## src/rtl/q_row_reader_pkg.sv

```systemverilog
// rtl/q_row_reader_pkg.sv - shared Q-table widths, FSM state type and row unpack helper
// Package q_pkg: Q_WIDTH, S_WIDTH, A_WIDTH, N_ACT, ROW_BYTES, ROW_WIDTH,
// rd_state_t (IDLE/WAIT/CMP/HOLD), q_of(row, a) returns signed Q[a] of a packed row.
package q_pkg;

    localparam int Q_WIDTH   = 16;
    localparam int S_WIDTH   = 12;
    localparam int A_WIDTH   = 4;
    localparam int N_ACT     = 4;
    localparam int ROW_BYTES = 8;
    localparam int ROW_WIDTH = N_ACT * Q_WIDTH;

    typedef enum logic [1:0] {
        IDLE = 2'd0,
        WAIT = 2'd1,
        CMP  = 2'd2,
        HOLD = 2'd3
    } rd_state_t;

    // Q[a] lives at bits [Q_WIDTH*a + Q_WIDTH-1 : Q_WIDTH*a]
    function automatic logic signed [Q_WIDTH-1:0] q_of(input logic [ROW_WIDTH-1:0] row,
                                                       input int a);
        return row[a*Q_WIDTH +: Q_WIDTH];
    endfunction

endpackage

```

## src/rtl/q_row_reader_if.sv

```systemverilog
// rtl/q_row_reader_if.sv - request/response handshake between control unit and row reader
// Signals: req_valid/req_ready/S (request), rsp_valid/rsp_ready/Qrow/Qmax/A_max (response).
// Modports: master = control unit side, slave = q_row_reader side.
interface q_row_reader_if;
    import q_pkg::*;

    logic                 req_valid;
    logic                 req_ready;
    logic [S_WIDTH-1:0]   S;
    logic                 rsp_valid;
    logic                 rsp_ready;
    logic [ROW_WIDTH-1:0] Qrow;
    logic [Q_WIDTH-1:0]   Qmax;
    logic [A_WIDTH-1:0]   A_max;

    modport master (
        output req_valid, S, rsp_ready,
        input  req_ready, rsp_valid, Qrow, Qmax, A_max
    );

    modport slave (
        input  req_valid, S, rsp_ready,
        output req_ready, rsp_valid, Qrow, Qmax, A_max
    );

endinterface

```

## src/rtl/q_row_reader_argmax4.sv

```systemverilog
// rtl/q_row_reader_argmax4.sv - combinational 4-way signed max/argmax, lowest index wins ties
// Ports: row (in, packed 4 x Q), qmax (out, signed max), amax (out, 2-bit index of qmax).
module q_argmax4
    import q_pkg::*;
(
    input  logic [ROW_WIDTH-1:0]      row,
    output logic signed [Q_WIDTH-1:0] qmax,
    output logic [1:0]                amax
);

    logic signed [Q_WIDTH-1:0] q0, q1, q2, q3;
    logic signed [Q_WIDTH-1:0] lo_q, hi_q;
    logic [1:0]                lo_a, hi_a;

    // Strict '>' everywhere: a later candidate only wins when strictly larger,
    // and the low pair is the default at the second level, so ties resolve to
    // the lowest action index. Compare only, so 0x8000/0x7FFF cannot overflow.
    always_comb begin
        q0 = q_of(row, 0);
        q1 = q_of(row, 1);
        q2 = q_of(row, 2);
        q3 = q_of(row, 3);

        lo_q = q0;
        lo_a = 2'd0;
        if (q1 > q0) begin
            lo_q = q1;
            lo_a = 2'd1;
        end

        hi_q = q2;
        hi_a = 2'd2;
        if (q3 > q2) begin
            hi_q = q3;
            hi_a = 2'd3;
        end

        qmax = lo_q;
        amax = lo_a;
        if (hi_q > lo_q) begin
            qmax = hi_q;
            amax = hi_a;
        end
    end

endmodule

```

## src/rtl/q_row_reader.sv

```systemverilog
// rtl/q_row_reader.sv - reads one Q row from BRAM port B, returns row, max Q and argmax action
// Ports: clk, rst (async active-low), ctl (q_row_reader_if.slave: request S, response Qrow/Qmax/A_max),
//        RD_ADDR/rd_en (BRAM address and one-cycle read pulse), bram_dout (BRAM row data).
// Optional macro QROW_FWD_EN adds wr_en/WR_ADDR/Dnew/wen_bram: same-address writes seen between
//        the rd_en cycle and the capture cycle are byte-merged over bram_dout (later writes win).
module q_row_reader
    import q_pkg::*;
#(
    parameter int ADDR_WIDTH = 32,
    parameter int RD_LAT     = 2
)
(
    input  logic                  clk,
    input  logic                  rst,
    q_row_reader_if.slave         ctl,
    output logic [ADDR_WIDTH-1:0] RD_ADDR,
    output logic                  rd_en,
    input  logic [ROW_WIDTH-1:0]  bram_dout
`ifdef QROW_FWD_EN
    ,
    input  logic                  wr_en,
    input  logic [ADDR_WIDTH-1:0] WR_ADDR,
    input  logic [ROW_WIDTH-1:0]  Dnew,
    input  logic [ROW_BYTES-1:0]  wen_bram
`endif
);

    localparam logic [2:0] LAT_LAST = 3'(RD_LAT - 1);

    rd_state_t                 state;
    logic [2:0]                lat_cnt;
    logic                      req_ready_q;
    logic                      rsp_valid_q;
    logic [ROW_WIDTH-1:0]      qrow_q;
    logic [Q_WIDTH-1:0]        qmax_q;
    logic [A_WIDTH-1:0]        amax_q;

    logic [ADDR_WIDTH-1:0]     addr_of_s;
    logic [ROW_WIDTH-1:0]      cap_row;
    logic signed [Q_WIDTH-1:0] qmax_c;
    logic [1:0]                amax_c;

    // One row is 8 bytes, so the byte address is S shifted by 3, zero-extended.
    assign addr_of_s = ADDR_WIDTH'({ctl.S, 3'b000});

`ifdef QROW_FWD_EN
    logic [ROW_WIDTH-1:0] fwd_data;
    logic [ROW_BYTES-1:0] fwd_mask;
    logic [ROW_WIDTH-1:0] fwd_data_nxt;
    logic [ROW_BYTES-1:0] fwd_mask_nxt;
    logic                 wr_hit;

    // Merge state including this cycle's write, so a write landing in the
    // capture cycle itself is still seen and overrides earlier ones.
    always_comb begin
        wr_hit       = wr_en && (WR_ADDR == RD_ADDR);
        fwd_data_nxt = fwd_data;
        fwd_mask_nxt = fwd_mask;
        cap_row      = bram_dout;
        for (int i = 0; i < ROW_BYTES; i++) begin
            if (wr_hit && wen_bram[i]) begin
                fwd_data_nxt[i*8 +: 8] = Dnew[i*8 +: 8];
                fwd_mask_nxt[i]        = 1'b1;
            end
            if (fwd_mask_nxt[i]) begin
                cap_row[i*8 +: 8] = fwd_data_nxt[i*8 +: 8];
            end
        end
    end
`else
    assign cap_row = bram_dout;
`endif

    q_argmax4 u_argmax (
        .row  (qrow_q),
        .qmax (qmax_c),
        .amax (amax_c)
    );

    always_ff @(posedge clk or negedge rst) begin
        if (!rst) begin
            state       <= IDLE;
            lat_cnt     <= '0;
            req_ready_q <= 1'b1;
            rsp_valid_q <= 1'b0;
            rd_en       <= 1'b0;
            RD_ADDR     <= '0;
            qrow_q      <= '0;
            qmax_q      <= '0;
            amax_q      <= '0;
`ifdef QROW_FWD_EN
            fwd_data    <= '0;
            fwd_mask    <= '0;
`endif
        end else begin
            rd_en <= 1'b0;
            case (state)
                IDLE: begin
                    if (ctl.req_valid) begin
                        RD_ADDR     <= addr_of_s;
                        rd_en       <= 1'b1;
                        req_ready_q <= 1'b0;
                        lat_cnt     <= '0;
`ifdef QROW_FWD_EN
                        fwd_mask    <= '0;
`endif
                        state       <= WAIT;
                    end
                end
                // WAIT lasts RD_LAT cycles, the first being the rd_en cycle.
                WAIT: begin
`ifdef QROW_FWD_EN
                    fwd_data <= fwd_data_nxt;
                    fwd_mask <= fwd_mask_nxt;
`endif
                    if (lat_cnt == LAT_LAST) begin
                        qrow_q <= cap_row;
                        state  <= CMP;
                    end else begin
                        lat_cnt <= lat_cnt + 3'd1;
                    end
                end
                CMP: begin
                    qmax_q      <= qmax_c;
                    amax_q      <= A_WIDTH'(amax_c);
                    rsp_valid_q <= 1'b1;
                    state       <= HOLD;
                end
                HOLD: begin
                    if (ctl.rsp_ready) begin
                        rsp_valid_q <= 1'b0;
                        req_ready_q <= 1'b1;
                        state       <= IDLE;
                    end
                end
                default: state <= IDLE;
            endcase
        end
    end

    assign ctl.req_ready = req_ready_q;
    assign ctl.rsp_valid = rsp_valid_q;
    assign ctl.Qrow      = qrow_q;
    assign ctl.Qmax      = qmax_q;
    assign ctl.A_max     = amax_q;

endmodule

```

## src/flat_wrapper.sv

```systemverilog
// flat-port wrapper written by rule: the top's interface ports become plain ports
module q_row_reader_flat import q_pkg::*;
#(
    parameter int ADDR_WIDTH = 32,
    parameter int RD_LAT     = 2
)
  (clk, rst, RD_ADDR, rd_en, bram_dout, ctl_req_valid, ctl_S, ctl_rsp_ready, ctl_req_ready, ctl_rsp_valid, ctl_Qrow, ctl_Qmax, ctl_A_max);
  q_row_reader_if ctl_i ();
  input  logic clk;
  input  logic rst;
  output logic [ADDR_WIDTH-1:0] RD_ADDR;
  output logic rd_en;
  input  logic [ROW_WIDTH-1:0] bram_dout;
  input wire logic [$bits(ctl_i.req_valid)-1:0] ctl_req_valid;
  input wire logic [$bits(ctl_i.S)-1:0] ctl_S;
  input wire logic [$bits(ctl_i.rsp_ready)-1:0] ctl_rsp_ready;
  output wire logic [$bits(ctl_i.req_ready)-1:0] ctl_req_ready;
  output wire logic [$bits(ctl_i.rsp_valid)-1:0] ctl_rsp_valid;
  output wire logic [$bits(ctl_i.Qrow)-1:0] ctl_Qrow;
  output wire logic [$bits(ctl_i.Qmax)-1:0] ctl_Qmax;
  output wire logic [$bits(ctl_i.A_max)-1:0] ctl_A_max;
  assign ctl_i.req_valid = ctl_req_valid;
  assign ctl_i.S = ctl_S;
  assign ctl_i.rsp_ready = ctl_rsp_ready;
  assign ctl_req_ready = ctl_i.req_ready;
  assign ctl_rsp_valid = ctl_i.rsp_valid;
  assign ctl_Qrow = ctl_i.Qrow;
  assign ctl_Qmax = ctl_i.Qmax;
  assign ctl_A_max = ctl_i.A_max;
  q_row_reader #(.ADDR_WIDTH(ADDR_WIDTH), .RD_LAT(RD_LAT)) u_core (.clk(clk), .rst(rst), .ctl(ctl_i), .RD_ADDR(RD_ADDR), .rd_en(rd_en), .bram_dout(bram_dout));
endmodule
```

## config.mk

```make
export PLATFORM = sky130hd
export DESIGN_NAME = q_row_reader_flat
export DESIGN_NICKNAME = d
export VERILOG_FILES = /design/src/rtl/q_row_reader_pkg.sv /design/src/rtl/q_row_reader_if.sv /design/src/rtl/q_row_reader_argmax4.sv /design/src/rtl/q_row_reader.sv /design/src/flat_wrapper.sv
export SDC_FILE = /design/constraint.sdc
export NUM_CORES = 1
export LEC_CHECK = 0
export ABC_CLOCK_PERIOD_IN_PS = 4300
export BUFFER_PORTS_ARGS = -buffer_cell sky130_fd_sc_hd__buf_2
export CORE_MARGIN = 3
export CORE_UTILIZATION = 39
export DETAILED_ROUTE_END_ITERATION = 10
export GPL_TIMING_DRIVEN = 0
export HOLD_SLACK_MARGIN = 0.12
export PLACE_DENSITY = 0.67
export SLEW_MARGIN = 30
export SYNTH_ARGS = -nofsm -noshare
export SYNTH_HDL_FRONTEND = slang
export SYNTH_HIERARCHICAL = 1
export SYNTH_SLANG_ARGS = --single-unit
```

## constraint.sdc

```tcl
create_clock -name clk -period 4.3 [get_ports clk]
set_input_delay 0.86 -clock clk [delete_from_list [all_inputs] [get_ports clk]]
set_output_delay 0.86 -clock clk [all_outputs]
set_load 0.005 [all_outputs]
```

==> results.sh <==
export IMPL_status="complete, no violations"
export IMPL_cts_htree_levels=3
export IMPL_ys_types=48
export IMPL_clock_path_buffers=2
export IMPL_route_met3_wl_um=1001
export IMPL_arrival_ps=4440
export IMPL_synth_top_cell_area_share_pct=42.40
export IMPL_grt_max_degree=58
export IMPL_p_switching_uw=3883
export IMPL_cts_reportedPaths_clkPinSlew_ps=70
export IMPL_p_sw_share_pct=41.29
export IMPL_drt_initial_drc_count=191
export IMPL_synth_edf_count=0
export IMPL_top_layer="met4"
export IMPL_slowest_delay_ps=440
export IMPL_finalPower_uw=9405
export IMPL_path_max_fanout=6
export IMPL_synth_most_common_cell="nand2_1"
export IMPL_yosys_area_top_type="dfrtp_1"
export IMPL_fillers=1394
export IMPL_post_route_period_util_pct=97.77
export IMPL_ios=199
export IMPL_n_antenna_cell=0
export IMPL_firstDrtPassIters=6
export IMPL_r2r_start="u_core/ctl.Qrow[61]$_DFFE_PN0P_"
export IMPL_ys_flop_type="dfrtp_1"
export IMPL_p_seq_share_pct=20.5
export IMPL_seq_area_frac_synth_pct=42.84
export IMPL_syn_area_sq_um=5961
export IMPL_yosys_top_cells_area="dfrtp_1 42%, nand2_1 13%, ha_1 12%, mux2i_1 8.4%, mux2_2 5.9%"
export IMPL_worstSetupPathType="reg2reg"
export IMPL_cts_tree="done"
export IMPL_grt_usage_pct=19.33
export IMPL_hold_viol_final=0
export IMPL_hold_buffers=0
export IMPL_peakVddDrop_mv=0.5877
export IMPL_fin_crit_ps=4204
export IMPL_synthTopCellsByCount="203 x nand2_1, 101 x dfrtp_1, 58 x inv_1"
export IMPL_root_buffer="clkbuf_16"
export IMPL_portBuffers=176
export IMPL_fp_dieW_um=129.6
export IMPL_clock_latency_ps=350
export IMPL_maxCapViolCount=0
export IMPL_grt_setup_unrepaired="yes"
export IMPL_dpl_hpwl_um=12460
export IMPL_slowest_stage="dfrtp_2"
export IMPL_synth_warnings=6
export IMPL_drive_gt1_share_pct=40.18
export IMPL_worst_slew_pin_slew_ps=654.8
export IMPL_synthCells=634
export IMPL_cp_num_buf_inv=6
export IMPL_area_growth_pct=37.78
export IMPL_stdcell_area_sq_um=8213
export IMPL_holdCritPathClass="in2async"
export IMPL_tns_ps=0
export IMPL_viasPerCell=4.745
export IMPL_wl_met1_um=7397
export IMPL_pwr_share_clk_pct=10.0
export IMPL_p_comb_share_pct=69.6
export IMPL_fmax_mhz=237.9
export IMPL_multi_input_area_sq_um=3294
export IMPL_crit_path_frequent_cell="buf_4"
export IMPL_grt_pass1_wl_um=25230
export IMPL_die_y_um=129.6
export IMPL_ys_ff_latch=102
export IMPL_drt_total_wl_um=16790
export IMPL_finish_utilization_pct=55.66
export IMPL_slew_violations=0
export IMPL_path_cells="ha_4 > nand4_1 > buf_4 > a2111o_1 > a31oi_1 > buf_4 > buf_12 > mux2i_4 > inv_1 > ha_4 > and3_4 > nand4_4 > or3_1 > and4_4 > nor2_4 > inv_4 > buf_4 > mux2i_2 > mux2_4"
export IMPL_slew_headroom_pct=56.34
export IMPL_ant_nets=0
export IMPL_met2_wirelength_um=8037
export IMPL_critPathRequiredTime_ps=4530
export IMPL_grt_pass1_vias=4808
export IMPL_setup_violations_final=0
export IMPL_core_sq_um=14750
export IMPL_vias=5077
export IMPL_regArea_sq_um=2565
export IMPL_skew_ps=5.596
export IMPL_cts_buffers=9
export IMPL_wl_per_cell_um=15.69
export IMPL_syn_area_per_cell_sq_um=9.402
export IMPL_grt_overflow=0
export IMPL_fin_cells=1070
export IMPL_clock_sinks=102
export IMPL_initial_core_util_pct=40.40
export IMPL_path_delay_family="simple AND/OR/NAND/NOR gates"
export IMPL_async_reset_ff_share_pct=100.0
export IMPL_crit_start="u_core/ctl.Qrow[61]$_DFFE_PN0P_"
export IMPL_nets=1017
export IMPL_dpl_cell_count=1016
export IMPL_power_density_nw_per_um2=1145
export IMPL_dieArea_sq_um=16800
export IMPL_cp_start_kind="flop"
export IMPL_leakage_uw=0.004495
export IMPL_crit_path_end_kind="flop"
export IMPL_drc=0
export IMPL_gp_congestion=0.8394
export IMPL_antenna_found_initial=0
export IMPL_p_int_uw=5522
export IMPL_rows=44
export IMPL_placed_area_sq_um=7184
-- per-stage QoR --
stage	setup WS, ps	hold WS [ps]
after floorplan	206.0	485.3
after global placement	-247.5	483.5
after detailed placement	-261.3	488.1
after CTS	1.793	493.8
after global routing	-104.8	512.5
final	95.94	474.1
-- cells in the final DEF (no fill, tap or decap), types with 9 or more instances in the layout --
cell type,n
nand2_1,203
buf_2,184
dfrtp_1,92
buf_4,60
inv_1,53
ha_1,45
mux2i_1,28
mux2_2,26
conb_1,22
a21oi_1,13
mux2i_2,12
clkbuf_16,11
o21ai_0,10
nor2_1,10
mux2i_4,10
clkbuf_1,9
dfrtp_2,9
nand4_1,9
ha_4,9
-- flip-flops by register name (all words and copies together), names as in the netlist --
| signal | flops |
|---|---|
| u_core/ctl.rsp_valid | 1 |
| u_core/ctl.A_max | 2 |
| u_core/lat_cnt | 3 |
| u_core/ctl.Qmax | 16 |
| u_core/RD_ADDR | 12 |
| u_core/ctl.req_ready | 1 |
| u_core/rd_en | 1 |
| u_core/ctl.Qrow | 64 |
| u_core/state | 2 |
-- power by group through the flow --
stage               clock network, uW  logic [uW]  registers [uW]
floorplan                           0        3510            1860
global placement                    0        4850            1900
detailed placement                  0        4930            1910
CTS                               963        5340            1900
global route                      991        7220            2000
finish                            938        6540            1920
-- cell families after synthesis --
kind of cell / Yosys count / synth area share (%)
flip-flops: 102 / 42.84
adder cells (fa/ha/maj): 55 / 11.54
multiplexers: 82 / 14.44
buffers and inverters: 103 / 8.690
other: 1 / 0.06291
AO/OA/AOI/OAI: 48 / 5.248
AND/OR/NAND/NOR: 243 / 17.17
-- cell type report --
| type | instances | area share (%) |
|---|---|---|
| clock buffers | 11 | 2.956 |
| inverters | 59 | 2.727 |
| multi-input cells | 450 | 40.11 |
| plain buffers | 44 | 3.839 |
| flip-flops and latches | 102 | 31.23 |
| repair buffers | 216 | 15.17 |
| clock inverters | 4 | 1.158 |
| well taps | 184 | 2.803 |
-- worst reg2reg max path, cell delays in order, from the launching register on --
cell      delay, ps
dfrtp_2         440
ha_4            290
nand4_1         150
buf_4           180
a2111o_1        330
a31oi_1         140
buf_4           190
buf_12          160
mux2i_4         260
inv_1            90
ha_4            270
and3_4          190
nand4_4          90
or3_1           330
and4_4          210
nor2_4          130
inv_4            80
buf_4           140
mux2i_2         150
mux2_4          270
-- layer usage --
metal,vias up,GRT usage [%]
li1,2543,-
met1,2369,25.34
met2,143,31.33
met3,22,5.194
met4,0,6.051
met5,-,0
-- what timing repair did --
action / CTS / global route
cloned: 0 / 2
gates resized for setup: 19 / 53
buffers inserted: 10 / 27
endpoints found under the setup margin: 18 / 18
pin swaps: 3 / 16
-- final timing paths --
path,to,slack [ps],cells past startpoint
setup / recovery,u_core/ctl.Qmax[15]$_DFFE_PN0P_,100,19
hold / removal,u_core/ctl.Qrow[59]$_DFFE_PN0P_,470,1
setup reg to reg,u_core/ctl.Qmax[15]$_DFFE_PN0P_,100,19
hold reg to reg,u_core/ctl.A_max[0]$_DFFE_PN0P_,500,1
max in group asynchronous,u_core/ctl.req_ready$_DFFE_PN1P_,3160,2
min in group clk,u_core/ctl.A_max[0]$_DFFE_PN0P_,500,1
Note: power is estimated with default switching activity, not from simulation.
